<file path="src/rtl/dna_score_pkg.sv">
// Shared constants and types for the DNA alignment max-score tracker.
package dna_score_pkg;

    localparam int unsigned NUM_PE      = 16;
    localparam int unsigned COL_W       = $clog2(NUM_PE);
    localparam int unsigned HIT_W       = COL_W + 1;
    localparam int unsigned SCORE_W_DEF = 32;

    localparam logic [SCORE_W_DEF-1:0] SCORE_MIN = {1'b1, {(SCORE_W_DEF-1){1'b0}}};

    typedef enum logic [1:0] {
        StIdle,
        StRun,
        StDrain,
        StDone
    } state_e;

endpackage

</file>
<file path="src/rtl/dna_max16.sv">
// Combinational 16-to-1 signed max tree; ties resolve to the lowest column index.
module dna_max16
    import dna_score_pkg::*;
#(
    parameter int unsigned SCORE_W = SCORE_W_DEF
) (
    input  logic [NUM_PE-1:0][SCORE_W-1:0] scores_i,
    output logic [SCORE_W-1:0]             max_score_o,
    output logic [COL_W-1:0]               max_col_o
);

    // Heap-ordered tree: leaves at NUM_PE..2*NUM_PE-1, root at 1; left child holds lower columns.
    logic [SCORE_W-1:0] node_score [2*NUM_PE];
    logic [COL_W-1:0]   node_col   [2*NUM_PE];

    always_comb begin
        for (int i = 0; i < 2 * NUM_PE; i++) begin
            node_score[i] = '0;
            node_col[i]   = '0;
        end
        for (int i = 0; i < NUM_PE; i++) begin
            node_score[NUM_PE + i] = scores_i[i];
            node_col[NUM_PE + i]   = COL_W'(i);
        end
        for (int i = NUM_PE - 1; i >= 1; i--) begin
            if ($signed(node_score[2*i+1]) > $signed(node_score[2*i])) begin
                node_score[i] = node_score[2*i+1];
                node_col[i]   = node_col[2*i+1];
            end else begin
                node_score[i] = node_score[2*i];
                node_col[i]   = node_col[2*i];
            end
        end
        max_score_o = node_score[1];
        max_col_o   = node_col[1];
    end

endmodule

</file>
<file path="src/rtl/dna_score_max.sv">
// Tracks the best cell score and its (row, column) over one systolic-array alignment run.
// Optional feature: define DNA_SCORE_THRESH_EN to add a thresholded cell hit counter.
module dna_score_max
    import dna_score_pkg::*;
#(
    parameter int unsigned addr_start_matrix = 0,
    parameter int unsigned addr_end_matrix   = 30,
    parameter int unsigned SCORE_W           = SCORE_W_DEF
) (
    input  logic               clk,
    input  logic               rst,
    input  logic               start_i,
    input  logic               W_matrix_i,
    input  logic [31:0]        addr_matrix_i,
    input  logic [SCORE_W-1:0] matrix_i0,
    input  logic [SCORE_W-1:0] matrix_i1,
    input  logic [SCORE_W-1:0] matrix_i2,
    input  logic [SCORE_W-1:0] matrix_i3,
    input  logic [SCORE_W-1:0] matrix_i4,
    input  logic [SCORE_W-1:0] matrix_i5,
    input  logic [SCORE_W-1:0] matrix_i6,
    input  logic [SCORE_W-1:0] matrix_i7,
    input  logic [SCORE_W-1:0] matrix_i8,
    input  logic [SCORE_W-1:0] matrix_i9,
    input  logic [SCORE_W-1:0] matrix_i10,
    input  logic [SCORE_W-1:0] matrix_i11,
    input  logic [SCORE_W-1:0] matrix_i12,
    input  logic [SCORE_W-1:0] matrix_i13,
    input  logic [SCORE_W-1:0] matrix_i14,
    input  logic [SCORE_W-1:0] matrix_i15,
`ifdef DNA_SCORE_THRESH_EN
    input  logic [SCORE_W-1:0] thresh_i,
    output logic [15:0]        hit_count_o,
`endif
    output logic [SCORE_W-1:0] max_score_o,
    output logic [31:0]        max_row_o,
    output logic [COL_W-1:0]   max_col_o,
    output logic [15:0]        rows_o,
    output logic               valid_o,
    output logic               done_o
);

    localparam logic [SCORE_W-1:0] MinScore = {1'b1, {(SCORE_W-1){1'b0}}};

    if (addr_end_matrix < addr_start_matrix) begin : g_bad_range
        $error("dna_score_max: addr_end_matrix below addr_start_matrix");
    end

    logic [NUM_PE-1:0][SCORE_W-1:0] scores;
    assign scores = {matrix_i15, matrix_i14, matrix_i13, matrix_i12,
                     matrix_i11, matrix_i10, matrix_i9,  matrix_i8,
                     matrix_i7,  matrix_i6,  matrix_i5,  matrix_i4,
                     matrix_i3,  matrix_i2,  matrix_i1,  matrix_i0};

    // Start edge detector: the registered pair adds one cycle before the clear takes effect.
    logic start_q1, start_q2, start_edge;
    assign start_edge = start_q1 & ~start_q2;

    state_e state_q, state_d;
    logic   accept;
    assign accept = (state_q == StRun) && W_matrix_i && !start_edge;

    always_comb begin
        state_d = state_q;
        if (start_edge) begin
            state_d = StRun;
        end else begin
            case (state_q)
                StIdle:  state_d = StIdle;
                StRun:   if (accept && (addr_matrix_i == addr_end_matrix)) state_d = StDrain;
                StDrain: state_d = StDone;
                StDone:  state_d = StDone;
                default: state_d = StIdle;
            endcase
        end
    end

    logic [SCORE_W-1:0] row_max;
    logic [COL_W-1:0]   row_col;

    dna_max16 #(
        .SCORE_W (SCORE_W)
    ) u_max16 (
        .scores_i    (scores),
        .max_score_o (row_max),
        .max_col_o   (row_col)
    );

    // Stage 1: per-row reduction result.
    logic               s1_valid_q;
    logic [SCORE_W-1:0] s1_score_q;
    logic [COL_W-1:0]   s1_col_q;
    logic [31:0]        s1_addr_q;

    // Stage 2: running result.
    logic [SCORE_W-1:0] max_score_q, max_score_d;
    logic [31:0]        max_row_q, max_row_d;
    logic [COL_W-1:0]   max_col_q, max_col_d;
    logic [15:0]        rows_q, rows_d;
    logic               valid_q, valid_d;

    always_comb begin
        max_score_d = max_score_q;
        max_row_d   = max_row_q;
        max_col_d   = max_col_q;
        rows_d      = rows_q;
        valid_d     = valid_q;
        if (start_edge) begin
            max_score_d = MinScore;
            max_row_d   = '0;
            max_col_d   = '0;
            rows_d      = '0;
            valid_d     = 1'b0;
        end else if (s1_valid_q) begin
            rows_d  = (rows_q == 16'hFFFF) ? rows_q : rows_q + 16'd1;
            valid_d = 1'b1;
            // Strict compare keeps the earlier row on ties.
            if ($signed(s1_score_q) > $signed(max_score_q)) begin
                max_score_d = s1_score_q;
                max_row_d   = s1_addr_q;
                max_col_d   = s1_col_q;
            end
        end
    end

    always_ff @(posedge clk) begin
        if (rst) begin
            start_q1    <= 1'b0;
            start_q2    <= 1'b0;
            state_q     <= StIdle;
            s1_valid_q  <= 1'b0;
            s1_score_q  <= '0;
            s1_col_q    <= '0;
            s1_addr_q   <= '0;
            max_score_q <= '0;
            max_row_q   <= '0;
            max_col_q   <= '0;
            rows_q      <= '0;
            valid_q     <= 1'b0;
        end else begin
            start_q1    <= start_i;
            start_q2    <= start_q1;
            state_q     <= state_d;
            s1_valid_q  <= accept;
            if (accept) begin
                s1_score_q <= row_max;
                s1_col_q   <= row_col;
                s1_addr_q  <= addr_matrix_i;
            end
            max_score_q <= max_score_d;
            max_row_q   <= max_row_d;
            max_col_q   <= max_col_d;
            rows_q      <= rows_d;
            valid_q     <= valid_d;
        end
    end

`ifdef DNA_SCORE_THRESH_EN
    logic [HIT_W-1:0] row_hits;
    logic [HIT_W-1:0] s1_hits_q;
    logic [15:0]      hit_count_q, hit_count_d;
    logic [16:0]      hit_sum;

    always_comb begin
        row_hits = '0;
        for (int i = 0; i < NUM_PE; i++) begin
            if ($signed(scores[i]) >= $signed(thresh_i)) row_hits = row_hits + HIT_W'(1);
        end
    end

    assign hit_sum = {1'b0, hit_count_q} + 17'(s1_hits_q);

    always_comb begin
        hit_count_d = hit_count_q;
        if (start_edge) begin
            hit_count_d = '0;
        end else if (s1_valid_q) begin
            hit_count_d = hit_sum[16] ? 16'hFFFF : hit_sum[15:0];
        end
    end

    always_ff @(posedge clk) begin
        if (rst) begin
            s1_hits_q   <= '0;
            hit_count_q <= '0;
        end else begin
            if (accept) s1_hits_q <= row_hits;
            hit_count_q <= hit_count_d;
        end
    end

    assign hit_count_o = hit_count_q;
`endif

    assign max_score_o = max_score_q;
    assign max_row_o   = max_row_q;
    assign max_col_o   = max_col_q;
    assign rows_o      = rows_q;
    assign valid_o     = valid_q;
    assign done_o      = (state_q == StDone);

endmodule

</file>
<file path="config.mk">
export PLATFORM = sky130hd
export DESIGN_NAME = dna_score_max
export DESIGN_NICKNAME = d
export VERILOG_FILES = /design/src/rtl/dna_score_pkg.sv /design/src/rtl/dna_max16.sv /design/src/rtl/dna_score_max.sv
export SDC_FILE = /design/constraint.sdc
export NUM_CORES = 2
export LEC_CHECK = 0
export CAP_MARGIN = 30
export CORE_MARGIN = 5
export CORE_UTILIZATION = 35
export DETAILED_ROUTE_END_ITERATION = 8
export PLACE_DENSITY = 0.64
export SETUP_SLACK_MARGIN = 0.1
export SYNTH_ARGS = -nofsm -noshare
export SYNTH_HDL_FRONTEND = slang
export SYNTH_SLANG_ARGS = --single-unit
</file>
<file path="constraint.sdc">
create_clock -name clk -period 26.8 [get_ports clk]
set_clock_uncertainty 0.2 [all_clocks]
set_input_delay 4.02 -clock clk [delete_from_list [all_inputs] [get_ports clk]]
set_output_delay 4.02 -clock clk [all_outputs]
set_load 0.1 [all_outputs]
</file>
==> results.json <==
{
  "maxSlewHeadroom_pct": 30.4,
  "h-tree-depth": 4,
  "dp_hpwl_um": 82900,
  "hold_ws_ps": 256,
  "drc": 0,
  "synth.area.top_cells": "ha_1 (26%), mux2i_1 (15%), dfxtp_1 (13%)",
  "worst_slack_ps": 8230,
  "avgSynthCellArea_um2": 7.57,
  "placed_cell_area_um2": 32800,
  "multi_input_area_um2": 18900,
  "hold_path.class": "flip-flop to flip-flop",
  "worst_pin_slew_ps": 1040,
  "power_uw": 2220,
  "cts_root_buf": "clkbuf_16",
  "num_vias": 24900,
  "critPathBufInv": 9,
  "fp.dieH_um": 273,
  "overflow": 0,
  "tritoncts": "yes",
  "fillers": 6675,
  "layout-drive-gt1-share_pct": 4.22,
  "r2r-start": "max_score_o[1]",
  "ant_nets": 0,
  "dp_slack_ps": 7920,
  "slowest_stage": "nor2_4",
  "cts_setup_buffers": 0,
  "worstHoldPathCells": 2,
  "path_max_fanout": 34,
  "hold_viol": 0,
  "yosysWarnings": 0,
  "synth_edf_count": 0,
  "initial_core_util_pct": 35.3,
  "postCtsHoldBufs": 0,
  "synth_area_leader_cell": "ha_1",
  "grt_use_total_pct": 24.0,
  "arrival_ps": 18760,
  "startpoint_type": "input pin",
  "syn_area_um2": 24300,
  "insertion_delay_ps": 440,
  "grt_pass1_wl_um": 140000,
  "die_x_um": 273,
  "critPathTopFamily": "compound AO/OA/AOI/OAI gates",
  "synth.distinct_cells": 82,
  "synthArstFlopShare_pct": 0,
  "clkTransAtPathRegs_ps": 70,
  "syn_inst": 3205,
  "ys_ff_latch": 158,
  "layout_min_cycle_time_ps": 18570,
  "crit_path_end_kind": "flip-flop",
  "routed_via_density": 5.23,
  "drv_slew": 0,
  "die-area_um2": 74700,
  "antenna_found_initial": 7,
  "fmax_mhz": 53.8,
  "min_to": "s1_addr_q[25]",
  "synthDominantCellAreaShare_pct": 26.0,
  "worst-setup-path-type": "input pin to flip-flop",
  "yosysMostFrequentCell": "inv_1",
  "regArea_um2": 3160,
  "area_growth_pct": 37.4,
  "cts_buffer_depth": 2,
  "clock-sinks": 158,
  "status": "complete, no violations",
  "period_share_pct": 69.3,
  "worst-endpoint-required_ps": 26980,
  "place_congestion": 0.929,
  "reg2regPathDepth": 18,
  "wirelength_um": 94600,
  "setup_tns_ps": 0,
  "yosys-top-cells-count": "inv_1 (507), ha_1 (505), mux2i_1 (355), a21oi_1 (322), nor2_1 (279)",
  "drtIter0Drc": 1414,
  "vdd_drop_max_mv": 0.0596,
  "finalSetupViolations": 0,
  "slowest_delay_ps": 610,
  "grt_max_degree": 63,
  "drt-pass1-iter-count": 6,
  "portBuffers": 633,
  "wl_per_cell_um": 19.8,
  "coreArea_um2": 68700,
  "synth_ff_type": "dfxtp_1",
  "timing.rr.end": "max_row_o[16]",
  "rsz0062_at_grt": "false",
  "critical_path.most_common_cell": "o21a_1",
  "leakagePower_uw": 0.0166,
  "nets": 4875,
  "reg2reg_slack_ps": 22590,
  "hp-start": "s1_addr_q[25]",
  "pwr_density_cell_nw_per_um2": 66.4,
  "grt_pass1_vias": 24500,
  "cts_resized": 0,
  "numCtsBuffers": 17,
  "rows": 96,
  "cap_violations": 0,
  "seq_area_frac_synth_pct": 13.0,
  "num_io_pins": 634,
  "stdcell_area_um2": 33400,
  "synth_nets": 4258
}
## worst min-delay path: stages (launching register included)
cell	delay, ps
dfxtp_1	310
nand2_1	50
a21oi_1	50
## metal layers
metal  vias up  global-route usage (%)  wire, um
met3       147                    4.13      5500
met1     11400                    28.3     39100
li1      12600                       -         -
met2       732                    43.8     46600
met5         -                       0        45
met4         8                    7.87      3440
## state kept, by name, summed over array words and instances, names as in the netlist
register,flops
state_q,2
s1_col_q,4
max_col_o,4
s1_valid_q,1
rows_o,16
start_q2,1
max_score_o,32
s1_addr_q,32
max_row_o,32
start_q1,1
s1_score_q,32
valid_o,1
## cell type report
class,count,share of cell area (%)
inverters,507,5.70
multi-input cells,2442,56.8
repair buffers,696,22.8
flip-flops and latches,158,9.48
well taps,931,3.49
clock inverters,15,0.480
diodes,3,0.0225
clock buffers,17,1.28
## layout by cell type, fill, tap and decap left out, types with 6 or more instances in the layout
cell type,synthesis,routed
a21oi_1,322,322
inv_1,507,507
nor4_1,20,20
nor3_1,39,39
inv_6,0,6
nand4_1,100,100
nor3b_1,6,6
clkbuf_16,0,17
xor2_1,12,12
nand3_1,52,51
nor2_1,279,275
clkdlybuf4s50_1,0,632
nor2b_1,32,32
or3_1,6,6
a21o_1,91,91
o221ai_1,33,33
or2_2,7,7
nand2b_1,21,20
a2111oi_0,6,6
and3_1,13,13
mux2i_1,355,355
o21ai_1,13,9
a221oi_1,9,9
ha_1,505,505
buf_16,0,40
and4_1,14,14
a31oi_1,9,8
xnor2_1,8,8
o21ai_0,77,77
buf_4,0,23
dfxtp_1,158,158
a211oi_1,20,20
nand2_1,212,212
a311oi_1,6,6
o211ai_1,22,22
and2_1,8,8
mux2_2,34,34
o21a_1,20,20
## power breakdown
group	switching, uW	internal [uW]
registers	26.5	259
clock network	118	125
logic	991	696
total	1140	1080
## metrics by stage
| stage | instances | util [%] |
|---|---|---|
| after global routing | 4769 | 48.6 |
| after floorplan | 3205 | - |
| final | 4769 | 48.6 |
| after detailed placement | 4734 | 47.7 |
| after CTS | 4766 | 48.5 |
| after global placement | 4693 | 46.1 |
## worst max-delay path by stage
stage,startpoint,to,slack (ps),cells after the start
after floorplan,matrix_i0[31],s1_score_q[2],10820,57
after global placement,matrix_i14[5],s1_score_q[24],7950,56
after detailed placement,matrix_i14[5],s1_score_q[0],7920,59
after CTS,matrix_i14[5],s1_score_q[0],8330,58
after global routing,matrix_i10[10],s1_score_q[0],7300,60
final,matrix_i10[10],s1_score_q[0],8230,60
## logic make-up after synthesis
logic type | share of synthesized area (%)
fa+ha+maj | 26.1
xor+xnor | 0.722
mux | 16.4
simple gates | 16.3
buf+inv | 9.47
compound gates | 17.9
flops | 13.0
Power figures use the tool's default switching activity.
